File: src/rtl/id_pipe_if.sv
// rtl/id_pipe_if.sv - handshake, regfile and forwarding bundle for the id_pipe decode stage
// Purpose: groups every non-clock signal of id_pipe into one bundle.
// Ports (signal groups):
//   upstream   : in_valid, in_ready, inst_i, inst_addr_i, flush_i
//   regfile    : rs1_addr_o, rs2_addr_o, rs1_data_i, rs2_data_i
//   forwarding : ex_wen_i, ex_rd_i, ex_data_i, ex_load_i, wb_wen_i, wb_rd_i, wb_data_i
//   downstream : out_valid, out_ready, inst_o, inst_addr_o, op1_o, op2_o,
//                st_data_o, rd_addr_o, reg_wen, illegal_o
// Modports: slave = decode stage side, master = surrounding pipeline side.
interface id_pipe_if #(
  parameter int XLEN = 32,
  parameter int RA_W = 5
);
  logic            in_valid;
  logic            in_ready;
  logic [31:0]     inst_i;
  logic [XLEN-1:0] inst_addr_i;
  logic            flush_i;

  logic [RA_W-1:0] rs1_addr_o;
  logic [RA_W-1:0] rs2_addr_o;
  logic [XLEN-1:0] rs1_data_i;
  logic [XLEN-1:0] rs2_data_i;

  logic            ex_wen_i;
  logic [RA_W-1:0] ex_rd_i;
  logic [XLEN-1:0] ex_data_i;
  logic            ex_load_i;
  logic            wb_wen_i;
  logic [RA_W-1:0] wb_rd_i;
  logic [XLEN-1:0] wb_data_i;

  logic            out_valid;
  logic            out_ready;
  logic [31:0]     inst_o;
  logic [XLEN-1:0] inst_addr_o;
  logic [XLEN-1:0] op1_o;
  logic [XLEN-1:0] op2_o;
  logic [XLEN-1:0] st_data_o;
  logic [RA_W-1:0] rd_addr_o;
  logic            reg_wen;
  logic            illegal_o;

  modport slave (
    input  in_valid, inst_i, inst_addr_i, flush_i,
    input  rs1_data_i, rs2_data_i,
    input  ex_wen_i, ex_rd_i, ex_data_i, ex_load_i,
    input  wb_wen_i, wb_rd_i, wb_data_i,
    input  out_ready,
    output in_ready, rs1_addr_o, rs2_addr_o,
    output out_valid, inst_o, inst_addr_o, op1_o, op2_o,
    output st_data_o, rd_addr_o, reg_wen, illegal_o
  );

  modport master (
    output in_valid, inst_i, inst_addr_i, flush_i,
    output rs1_data_i, rs2_data_i,
    output ex_wen_i, ex_rd_i, ex_data_i, ex_load_i,
    output wb_wen_i, wb_rd_i, wb_data_i,
    output out_ready,
    input  in_ready, rs1_addr_o, rs2_addr_o,
    input  out_valid, inst_o, inst_addr_o, op1_o, op2_o,
    input  st_data_o, rd_addr_o, reg_wen, illegal_o
  );
endinterface

File: src/rtl/id_pipe.sv
// rtl/id_pipe.sv - registered RV32I decode stage with regfile read, EX/WB forwarding and load-use stall
// Purpose: decodes one instruction per accepted beat into operands, destination and
//          write enable; one cycle latency, flush squashes the output register.
// Ports:
//   clk : clock
//   rst : synchronous active-high reset
//   bus : id_pipe_if.slave (upstream in_* handshake, regfile read port, EX/WB
//         forwarding taps, flush_i, downstream out_* decode register)
module id_pipe #(
  parameter int          XLEN     = 32,
  parameter int          RA_W     = 5,
  parameter int          FWD_EN   = 1,
  parameter logic [31:0] NOP_INST = 32'h0000_0013
) (
  input logic      clk,
  input logic      rst,
  id_pipe_if.slave bus
);

  localparam bit FWD = (FWD_EN != 0);

  localparam logic [6:0] OPC_OP_IMM = 7'b0010011;
  localparam logic [6:0] OPC_OP     = 7'b0110011;
  localparam logic [6:0] OPC_BRANCH = 7'b1100011;
  localparam logic [6:0] OPC_JAL    = 7'b1101111;
  localparam logic [6:0] OPC_JALR   = 7'b1100111;
  localparam logic [6:0] OPC_LUI    = 7'b0110111;
  localparam logic [6:0] OPC_AUIPC  = 7'b0010111;
  localparam logic [6:0] OPC_LOAD   = 7'b0000011;
  localparam logic [6:0] OPC_STORE  = 7'b0100011;

  typedef enum logic [2:0] {OP1_ZERO, OP1_RS1, OP1_IMM_J, OP1_IMM_U, OP1_PC} op1_sel_e;
  typedef enum logic [2:0] {OP2_ZERO, OP2_RS2, OP2_IMM_I, OP2_IMM_S, OP2_SHAMT, OP2_IMM_U} op2_sel_e;

  // instruction fields
  logic [6:0] w_opc;
  logic [4:0] w_rd;
  logic [2:0] w_f3;
  logic [4:0] w_rs1;
  logic [4:0] w_rs2;
  logic [6:0] w_f7;

  assign w_opc = bus.inst_i[6:0];
  assign w_rd  = bus.inst_i[11:7];
  assign w_f3  = bus.inst_i[14:12];
  assign w_rs1 = bus.inst_i[19:15];
  assign w_rs2 = bus.inst_i[24:20];
  assign w_f7  = bus.inst_i[31:25];

  // immediates: built at 32 bits, then sign-extended to XLEN
  logic [31:0]     w_imm_i32;
  logic [31:0]     w_imm_s32;
  logic [31:0]     w_imm_j32;
  logic [31:0]     w_imm_u32;
  logic [XLEN-1:0] w_imm_i;
  logic [XLEN-1:0] w_imm_s;
  logic [XLEN-1:0] w_imm_j;
  logic [XLEN-1:0] w_imm_u;
  logic [XLEN-1:0] w_shamt;

  assign w_imm_i32 = {{20{bus.inst_i[31]}}, bus.inst_i[31:20]};
  assign w_imm_s32 = {{20{bus.inst_i[31]}}, bus.inst_i[31:25], bus.inst_i[11:7]};
  assign w_imm_j32 = {{11{bus.inst_i[31]}}, bus.inst_i[31], bus.inst_i[19:12],
                      bus.inst_i[20], bus.inst_i[30:21], 1'b0};
  assign w_imm_u32 = {bus.inst_i[31:12], 12'b0};

  assign w_imm_i = XLEN'($signed(w_imm_i32));
  assign w_imm_s = XLEN'($signed(w_imm_s32));
  assign w_imm_j = XLEN'($signed(w_imm_j32));
  assign w_imm_u = XLEN'($signed(w_imm_u32));
  assign w_shamt = XLEN'(w_rs2);

  // decode
  op1_sel_e w_op1_sel;
  op2_sel_e w_op2_sel;
  logic     w_use_rs1;
  logic     w_use_rs2;
  logic     w_wen;
  logic     w_store;
  logic     w_illegal;
  logic     w_r_legal;

  // R-type: only base (0000000) or alternate (0100000) encodings, and the
  // alternate encoding only exists for SUB and SRA
  assign w_r_legal = (w_f7 == 7'b0000000) ||
                     ((w_f7 == 7'b0100000) && ((w_f3 == 3'b000) || (w_f3 == 3'b101)));

  always_comb begin
    w_op1_sel = OP1_ZERO;
    w_op2_sel = OP2_ZERO;
    w_use_rs1 = 1'b0;
    w_use_rs2 = 1'b0;
    w_wen     = 1'b0;
    w_store   = 1'b0;
    w_illegal = 1'b0;
    case (w_opc)
      OPC_OP_IMM: begin
        w_use_rs1 = 1'b1;
        w_wen     = 1'b1;
        w_op1_sel = OP1_RS1;
        w_op2_sel = ((w_f3 == 3'b001) || (w_f3 == 3'b101)) ? OP2_SHAMT : OP2_IMM_I;
      end
      OPC_OP: begin
        if (w_r_legal) begin
          w_use_rs1 = 1'b1;
          w_use_rs2 = 1'b1;
          w_wen     = 1'b1;
          w_op1_sel = OP1_RS1;
          w_op2_sel = OP2_RS2;
        end else begin
          w_illegal = 1'b1;
        end
      end
      OPC_BRANCH: begin
        if ((w_f3 == 3'b010) || (w_f3 == 3'b011)) begin
          w_illegal = 1'b1;
        end else begin
          w_use_rs1 = 1'b1;
          w_use_rs2 = 1'b1;
          w_op1_sel = OP1_RS1;
          w_op2_sel = OP2_RS2;
        end
      end
      OPC_JAL: begin
        w_wen     = 1'b1;
        w_op1_sel = OP1_IMM_J;
      end
      OPC_JALR, OPC_LOAD: begin
        w_use_rs1 = 1'b1;
        w_wen     = 1'b1;
        w_op1_sel = OP1_RS1;
        w_op2_sel = OP2_IMM_I;
      end
      OPC_LUI: begin
        w_wen     = 1'b1;
        w_op1_sel = OP1_IMM_U;
      end
      OPC_AUIPC: begin
        w_wen     = 1'b1;
        w_op1_sel = OP1_PC;
        w_op2_sel = OP2_IMM_U;
      end
      OPC_STORE: begin
        w_use_rs1 = 1'b1;
        w_use_rs2 = 1'b1;
        w_store   = 1'b1;
        w_op1_sel = OP1_RS1;
        w_op2_sel = OP2_IMM_S;
      end
      default: w_illegal = 1'b1;
    endcase
  end

  // regfile read addresses; unused sources read x0 so they never match EX/WB
  logic [RA_W-1:0] w_rs1_addr;
  logic [RA_W-1:0] w_rs2_addr;

  assign w_rs1_addr     = w_use_rs1 ? RA_W'(w_rs1) : '0;
  assign w_rs2_addr     = w_use_rs2 ? RA_W'(w_rs2) : '0;
  assign bus.rs1_addr_o = w_rs1_addr;
  assign bus.rs2_addr_o = w_rs2_addr;

  // forwarding and hazard detection
  logic            w_ex_hit1;
  logic            w_ex_hit2;
  logic            w_wb_hit1;
  logic            w_wb_hit2;
  logic [XLEN-1:0] w_rs1_val;
  logic [XLEN-1:0] w_rs2_val;
  logic            w_hazard;

  assign w_ex_hit1 = bus.ex_wen_i && (bus.ex_rd_i == w_rs1_addr) && (w_rs1_addr != '0);
  assign w_ex_hit2 = bus.ex_wen_i && (bus.ex_rd_i == w_rs2_addr) && (w_rs2_addr != '0);
  assign w_wb_hit1 = bus.wb_wen_i && (bus.wb_rd_i == w_rs1_addr) && (w_rs1_addr != '0);
  assign w_wb_hit2 = bus.wb_wen_i && (bus.wb_rd_i == w_rs2_addr) && (w_rs2_addr != '0);

  // EX beats WB because it holds the younger write to the same register
  always_comb begin
    w_rs1_val = bus.rs1_data_i;
    if (w_rs1_addr == '0) begin
      w_rs1_val = '0;
    end else if (FWD && w_ex_hit1 && !bus.ex_load_i) begin
      w_rs1_val = bus.ex_data_i;
    end else if (FWD && w_wb_hit1) begin
      w_rs1_val = bus.wb_data_i;
    end
  end

  always_comb begin
    w_rs2_val = bus.rs2_data_i;
    if (w_rs2_addr == '0) begin
      w_rs2_val = '0;
    end else if (FWD && w_ex_hit2 && !bus.ex_load_i) begin
      w_rs2_val = bus.ex_data_i;
    end else if (FWD && w_wb_hit2) begin
      w_rs2_val = bus.wb_data_i;
    end
  end

  // a load in EX has no data yet; without forwarding every in-flight match must wait
  assign w_hazard = ((w_ex_hit1 || w_ex_hit2) && bus.ex_load_i) ||
                    (!FWD && (w_ex_hit1 || w_ex_hit2 || w_wb_hit1 || w_wb_hit2));

  // operand selection
  logic [XLEN-1:0] w_op1;
  logic [XLEN-1:0] w_op2;

  always_comb begin
    w_op1 = '0;
    case (w_op1_sel)
      OP1_RS1:   w_op1 = w_rs1_val;
      OP1_IMM_J: w_op1 = w_imm_j;
      OP1_IMM_U: w_op1 = w_imm_u;
      OP1_PC:    w_op1 = bus.inst_addr_i;
      default:   w_op1 = '0;
    endcase
  end

  always_comb begin
    w_op2 = '0;
    case (w_op2_sel)
      OP2_RS2:   w_op2 = w_rs2_val;
      OP2_IMM_I: w_op2 = w_imm_i;
      OP2_IMM_S: w_op2 = w_imm_s;
      OP2_SHAMT: w_op2 = w_shamt;
      OP2_IMM_U: w_op2 = w_imm_u;
      default:   w_op2 = '0;
    endcase
  end

  // handshake
  logic r_out_valid;
  logic w_in_ready;
  logic w_in_fire;

  assign w_in_ready = (!r_out_valid || bus.out_ready) && !w_hazard && !bus.flush_i;
  assign w_in_fire  = bus.in_valid && w_in_ready;

  // output register
  logic [31:0]     r_inst;
  logic [XLEN-1:0] r_inst_addr;
  logic [XLEN-1:0] r_op1;
  logic [XLEN-1:0] r_op2;
  logic [XLEN-1:0] r_st_data;
  logic [RA_W-1:0] r_rd_addr;
  logic            r_reg_wen;
  logic            r_illegal;

  always_ff @(posedge clk) begin
    if (rst || bus.flush_i) begin
      r_out_valid <= 1'b0;
      r_inst      <= NOP_INST;
      r_inst_addr <= '0;
      r_op1       <= '0;
      r_op2       <= '0;
      r_st_data   <= '0;
      r_rd_addr   <= '0;
      r_reg_wen   <= 1'b0;
      r_illegal   <= 1'b0;
    end else if (w_in_fire) begin
      r_out_valid <= 1'b1;
      r_inst      <= bus.inst_i;
      r_inst_addr <= bus.inst_addr_i;
      r_op1       <= w_op1;
      r_op2       <= w_op2;
      r_st_data   <= w_store ? w_rs2_val : '0;
      r_rd_addr   <= w_wen ? RA_W'(w_rd) : '0;
      r_reg_wen   <= w_wen;
      r_illegal   <= w_illegal;
    end else if (bus.out_ready) begin
      r_out_valid <= 1'b0;
    end
  end

  assign bus.in_ready    = w_in_ready;
  assign bus.out_valid   = r_out_valid;
  assign bus.inst_o      = r_inst;
  assign bus.inst_addr_o = r_inst_addr;
  assign bus.op1_o       = r_op1;
  assign bus.op2_o       = r_op2;
  assign bus.st_data_o   = r_st_data;
  assign bus.rd_addr_o   = r_rd_addr;
  assign bus.reg_wen     = r_reg_wen;
  assign bus.illegal_o   = r_illegal;

endmodule

File: src/flat_wrapper.sv
// flat-port wrapper written by rule: the top's interface ports become plain ports
module id_pipe_flat 
#(
  parameter int          XLEN     = 32,
  parameter int          RA_W     = 5,
  parameter int          FWD_EN   = 1,
  parameter logic [31:0] NOP_INST = 32'h0000_0013
)
  (clk, rst, bus_in_valid, bus_inst_i, bus_inst_addr_i, bus_flush_i, bus_rs1_data_i, bus_rs2_data_i, bus_ex_wen_i, bus_ex_rd_i, bus_ex_data_i, bus_ex_load_i, bus_wb_wen_i, bus_wb_rd_i, bus_wb_data_i, bus_out_ready, bus_in_ready, bus_rs1_addr_o, bus_rs2_addr_o, bus_out_valid, bus_inst_o, bus_inst_addr_o, bus_op1_o, bus_op2_o, bus_st_data_o, bus_rd_addr_o, bus_reg_wen, bus_illegal_o);
  id_pipe_if #(.XLEN(XLEN), .RA_W(RA_W)) bus_i ();
  input logic clk;
  input logic rst;
  input wire logic [$bits(bus_i.in_valid)-1:0] bus_in_valid;
  input wire logic [$bits(bus_i.inst_i)-1:0] bus_inst_i;
  input wire logic [$bits(bus_i.inst_addr_i)-1:0] bus_inst_addr_i;
  input wire logic [$bits(bus_i.flush_i)-1:0] bus_flush_i;
  input wire logic [$bits(bus_i.rs1_data_i)-1:0] bus_rs1_data_i;
  input wire logic [$bits(bus_i.rs2_data_i)-1:0] bus_rs2_data_i;
  input wire logic [$bits(bus_i.ex_wen_i)-1:0] bus_ex_wen_i;
  input wire logic [$bits(bus_i.ex_rd_i)-1:0] bus_ex_rd_i;
  input wire logic [$bits(bus_i.ex_data_i)-1:0] bus_ex_data_i;
  input wire logic [$bits(bus_i.ex_load_i)-1:0] bus_ex_load_i;
  input wire logic [$bits(bus_i.wb_wen_i)-1:0] bus_wb_wen_i;
  input wire logic [$bits(bus_i.wb_rd_i)-1:0] bus_wb_rd_i;
  input wire logic [$bits(bus_i.wb_data_i)-1:0] bus_wb_data_i;
  input wire logic [$bits(bus_i.out_ready)-1:0] bus_out_ready;
  output wire logic [$bits(bus_i.in_ready)-1:0] bus_in_ready;
  output wire logic [$bits(bus_i.rs1_addr_o)-1:0] bus_rs1_addr_o;
  output wire logic [$bits(bus_i.rs2_addr_o)-1:0] bus_rs2_addr_o;
  output wire logic [$bits(bus_i.out_valid)-1:0] bus_out_valid;
  output wire logic [$bits(bus_i.inst_o)-1:0] bus_inst_o;
  output wire logic [$bits(bus_i.inst_addr_o)-1:0] bus_inst_addr_o;
  output wire logic [$bits(bus_i.op1_o)-1:0] bus_op1_o;
  output wire logic [$bits(bus_i.op2_o)-1:0] bus_op2_o;
  output wire logic [$bits(bus_i.st_data_o)-1:0] bus_st_data_o;
  output wire logic [$bits(bus_i.rd_addr_o)-1:0] bus_rd_addr_o;
  output wire logic [$bits(bus_i.reg_wen)-1:0] bus_reg_wen;
  output wire logic [$bits(bus_i.illegal_o)-1:0] bus_illegal_o;
  assign bus_i.in_valid = bus_in_valid;
  assign bus_i.inst_i = bus_inst_i;
  assign bus_i.inst_addr_i = bus_inst_addr_i;
  assign bus_i.flush_i = bus_flush_i;
  assign bus_i.rs1_data_i = bus_rs1_data_i;
  assign bus_i.rs2_data_i = bus_rs2_data_i;
  assign bus_i.ex_wen_i = bus_ex_wen_i;
  assign bus_i.ex_rd_i = bus_ex_rd_i;
  assign bus_i.ex_data_i = bus_ex_data_i;
  assign bus_i.ex_load_i = bus_ex_load_i;
  assign bus_i.wb_wen_i = bus_wb_wen_i;
  assign bus_i.wb_rd_i = bus_wb_rd_i;
  assign bus_i.wb_data_i = bus_wb_data_i;
  assign bus_i.out_ready = bus_out_ready;
  assign bus_in_ready = bus_i.in_ready;
  assign bus_rs1_addr_o = bus_i.rs1_addr_o;
  assign bus_rs2_addr_o = bus_i.rs2_addr_o;
  assign bus_out_valid = bus_i.out_valid;
  assign bus_inst_o = bus_i.inst_o;
  assign bus_inst_addr_o = bus_i.inst_addr_o;
  assign bus_op1_o = bus_i.op1_o;
  assign bus_op2_o = bus_i.op2_o;
  assign bus_st_data_o = bus_i.st_data_o;
  assign bus_rd_addr_o = bus_i.rd_addr_o;
  assign bus_reg_wen = bus_i.reg_wen;
  assign bus_illegal_o = bus_i.illegal_o;
  id_pipe #(.XLEN(XLEN), .RA_W(RA_W), .FWD_EN(FWD_EN), .NOP_INST(NOP_INST)) u_core (.clk(clk), .rst(rst), .bus(bus_i));
endmodule
File: config.mk
export PLATFORM = sky130hd
export DESIGN_NAME = id_pipe_flat
export DESIGN_NICKNAME = d
export VERILOG_FILES = /design/src/rtl/id_pipe_if.sv /design/src/rtl/id_pipe.sv /design/src/flat_wrapper.sv
export SDC_FILE = /design/constraint.sdc
export NUM_CORES = 1
export LEC_CHECK = 0
export CORE_MARGIN = 5
export CORE_UTILIZATION = 40
export CTS_BUF_LIST = sky130_fd_sc_hd__clkbuf_4
export DETAILED_ROUTE_END_ITERATION = 8
export HOLD_SLACK_MARGIN = 0.12
export PLACE_DENSITY = 0.82
export SYNTH_ARGS = -nofsm -noshare
export SYNTH_HDL_FRONTEND = slang
export SYNTH_SLANG_ARGS = --single-unit
File: constraint.sdc
create_clock -name clk -period 2.4 [get_ports clk]
set_clock_uncertainty 0.05 [all_clocks]
set_input_delay 0.24 -clock clk [delete_from_list [all_inputs] [get_ports clk]]
set_output_delay 0.24 -clock clk [all_outputs]
set_load 0.05 [all_outputs]
==> qor.yml <==
setup_path:
  required_ps: 2850
  crit_path_start_kind: "primary input"
  critical_path.max_fanout: 7
  worstSetupEndpointType: "register"
  cp.arrival_ps: 2860
  path_class: "primary input to register"
logic_synthesis:
  yosys-top-cells-area: "dfxtp_1, nand2_1, nand3_1"
  netlist_area_um2: 8850
  synth_edf_count: 0
  ys_warn_count: 0
  post-synth-top-area-cell: "dfxtp_1"
  synth_cells: 1100
  async_flop_share_pct: 0
  synth_seq_cells: 168
  syn_avg_cell_area_um2: 8.04
  ys.flop_type: "dfxtp_1"
  yosysUniqueCellTypes: 53
  synth-seq-area-share_pct: 38.0
  synth_fp_nets: 1310
  synth_top_area_share_pct: 38.0
clock_network:
  clk_pin_slew_ps: 160
  clock-sinks: 168
  htreeDepth: 4
  insertion_delay_ps: 570
  cts_buffers: 17
  cts_tree: "built"
  clockRootBuffer: "clkbuf_4"
  cts.path.max_buffers: 2
grt:
  globalRouteTotalUtil_pct: 34.2
  grt_pass1_vias: 11200
  grt_max_degree: 61
  antenna_found_initial: 6
  grt-ovfl-total: 0
  grt_pass1_wl_mm: 68.2
cells_and_area:
  nets: 1777
  final_area_um2: 15100
  drive_above_1_share_pct: 17.7
  final_util_pct: 69.0
  layout_common_cells: "clkdlybuf4s50_1, dfxtp_1, nand2_1, buf_4, nand3_1"
  syn_to_final_growth_pct: 70.2
  final_common_cell: "clkdlybuf4s50_1"
floorplan:
  start_util_pct: 40.5
  rows: 54
  die_w_um: 159
  core_um2: 21800
  die_h_um: 159
  io_pins: 389
  dieArea_um2: 25200
flow_run:
  drv_cap: 0
routing:
  via_per_inst: 6.20
  routedWlPerCell_um: 25.3
  drc: 0
  num_vias: 11500
  ant_nets: 0
  wl_mm: 47.2
  drt_pre_antenna_iters: 5
  drt_iter0_markers: 1277
sta:
  final-setup-viol-count: 1
  layout_setup_ws_ps: -13.0
  tightest_slew_ps: 784
  tns_ps: -13.0
  hold_violations: 0
  fmax_mhz: 414
  slew_headroom_pct: 47.1
  period_needed_ps: 2410
  final.period_utilization_pct: 101
  slew_violations: 0
placement:
  dp_hpwl_mm: 34.9
  placed_cell_area_um2: 14100
  place.gp.congestion: 0.939
  portBuffers: 388
  post-place-ws_ps: -853
status:
  violations: "setup timing"
  outcome: "finished with violations"
power:
  pwr-share-comb_pct: 24.2
  switching_share_pct: 32.4
  irDropWorstVdd_mv: 0.391
  p_seq_share_pct: 46.3
  p_sw_uw: 2000
  p_total_uw: 6170
  power_leakage_uw: 0.00558
  p_int_uw: 4170
  p_clk_share_pct: 29.5
  p_per_area_nw_per_um2: 410
worst_hold_path:
  hold_class: "primary input to register"
==> cell families after synthesis <==
logic type | synth area share [%]
mux | 6.31
buf+inv | 6.10
xor+xnor | 2.08
simple gates | 22.8
flops | 38.0
compound gates | 24.7
==> cell usage after synthesis, types with 2 or more instances <==
cell and number:
a2111o_1 8, a2111oi_0 24, a21o_1 21, a21oi_1 72
a221o_1 23, a22o_1 42, a22oi_1 8, a31oi_1 33
and2_1 5, and3b_1 2, buf_1 5, buf_2 35
buf_4 4, buf_6 3, clkbuf_1 74, dfxtp_1 168
mux2_2 6, mux2i_1 49, nand2_1 167, nand2b_1 5
nand3_1 104, nand4_1 32, nor2_1 45, nor2b_1 7
nor3_1 34, nor3_4 2, nor4_1 5, o211a_1 6
o211ai_1 9, o21a_1 4, o21ai_0 42, o22ai_1 7
o41ai_1 6, or2_2 3, or3b_1 2, or4_1 2
xnor2_1 16, xor2_1 5
==> repair_timing <==
action | in CTS | in global routing
hold buffers | 2 | 11
buffers inserted | 10 | 4
setup endpoints to repair | 176 | 114
gates cloned | 2 | 0
hold endpoints to repair | 2 | 11
pin swaps | 12 | 12
resized for setup | 32 | 64
==> flip-flops by register name, summed over array words and instances (netlist names) <==
| name | count |
|---|---|
| u_core.bus.op1_o | 32 |
| u_core.bus.st_data_o | 32 |
| u_core.bus.inst_addr_o | 32 |
| u_core.bus.illegal_o | 1 |
| u_core.bus.rd_addr_o | 5 |
| u_core.bus.op2_o | 32 |
| u_core.bus.out_valid | 1 |
| u_core.bus.reg_wen | 1 |
| u_core.bus.inst_o | 32 |
==> final timing paths <==
path | start | depth (start not counted) | slack, ps | end
min | bus_inst_i[5] | 4 | 180 | u_core.bus.inst_o[5]$_SDFFE_PP0P_
min reg2reg | u_core.bus.inst_o[2]$_SDFFE_PP0P_ | 2 | 420 | u_core.bus.inst_o[2]$_SDFFE_PP0P_
max reg2reg | u_core.bus.out_valid$_SDFFE_PP0P_ | 8 | 220 | u_core.bus.op2_o[8]$_SDFFE_PP0P_
max | bus_inst_i[1] | 12 | -10 | u_core.bus.op1_o[26]$_SDFFE_PP0P_
==> stage by stage <==
stage / std cells / hold WS, ps
final: 1863 / 178
after floorplan: 1100 / 314
after global placement: 1799 / 390
after global routing: 1863 / 145
after detailed placement: 1799 / 397
after CTS: 1845 / 156
==> area by class of cell <==
type / instances / area [µm²]
diodes: 3 / 7.51
clock buffers: 17 / 128
clock inverters: 15 / 166
fillers: 1758 / 6770
inverters: 1 / 3.75
multi-input cells: 810 / 5330
flip-flops and latches: 168 / 3360
well taps: 280 / 350
repair buffers: 569 / 5710
==> power groups by stage <==
| stage | Combinational, µW | Clock, µW | Sequential, µW |
|---|---|---|---|
| 2_1_floorplan | 417 | 0 | 3050 |
| 3_3_place_gp | 1370 | 0 | 2910 |
| 3_5_place_dp | 1380 | 0 | 2910 |
| 4_1_cts | 1430 | 1820 | 2850 |
| 5_1_grt | 1540 | 1940 | 2860 |
| 6_report | 1490 | 1820 | 2850 |
==> routing by layer <==
layer	vias to the layer above	share of wire (%)	wire, µm	global-route usage [%]
met5	-	0.083	39	0
met4	6	5.0	2340	13.5
met3	189	12	5700	11.1
met2	924	46	21900	56.4
met1	5433	37	17300	41.3
li1	4994	-	-	-
==> worst max-delay path, stage by stage <==
cell and delay [ps]:
clkdlybuf4s50_1 530, nand3b_1 150, nor4_2 280, buf_4 170, a211oi_4 50, buf_4 150
nor3_4 220, buf_12 170, buf_12 150, mux2i_1 330, a2111oi_2 140, a221o_1 270
No activity file was read; power rests on OpenSTA's default activity.
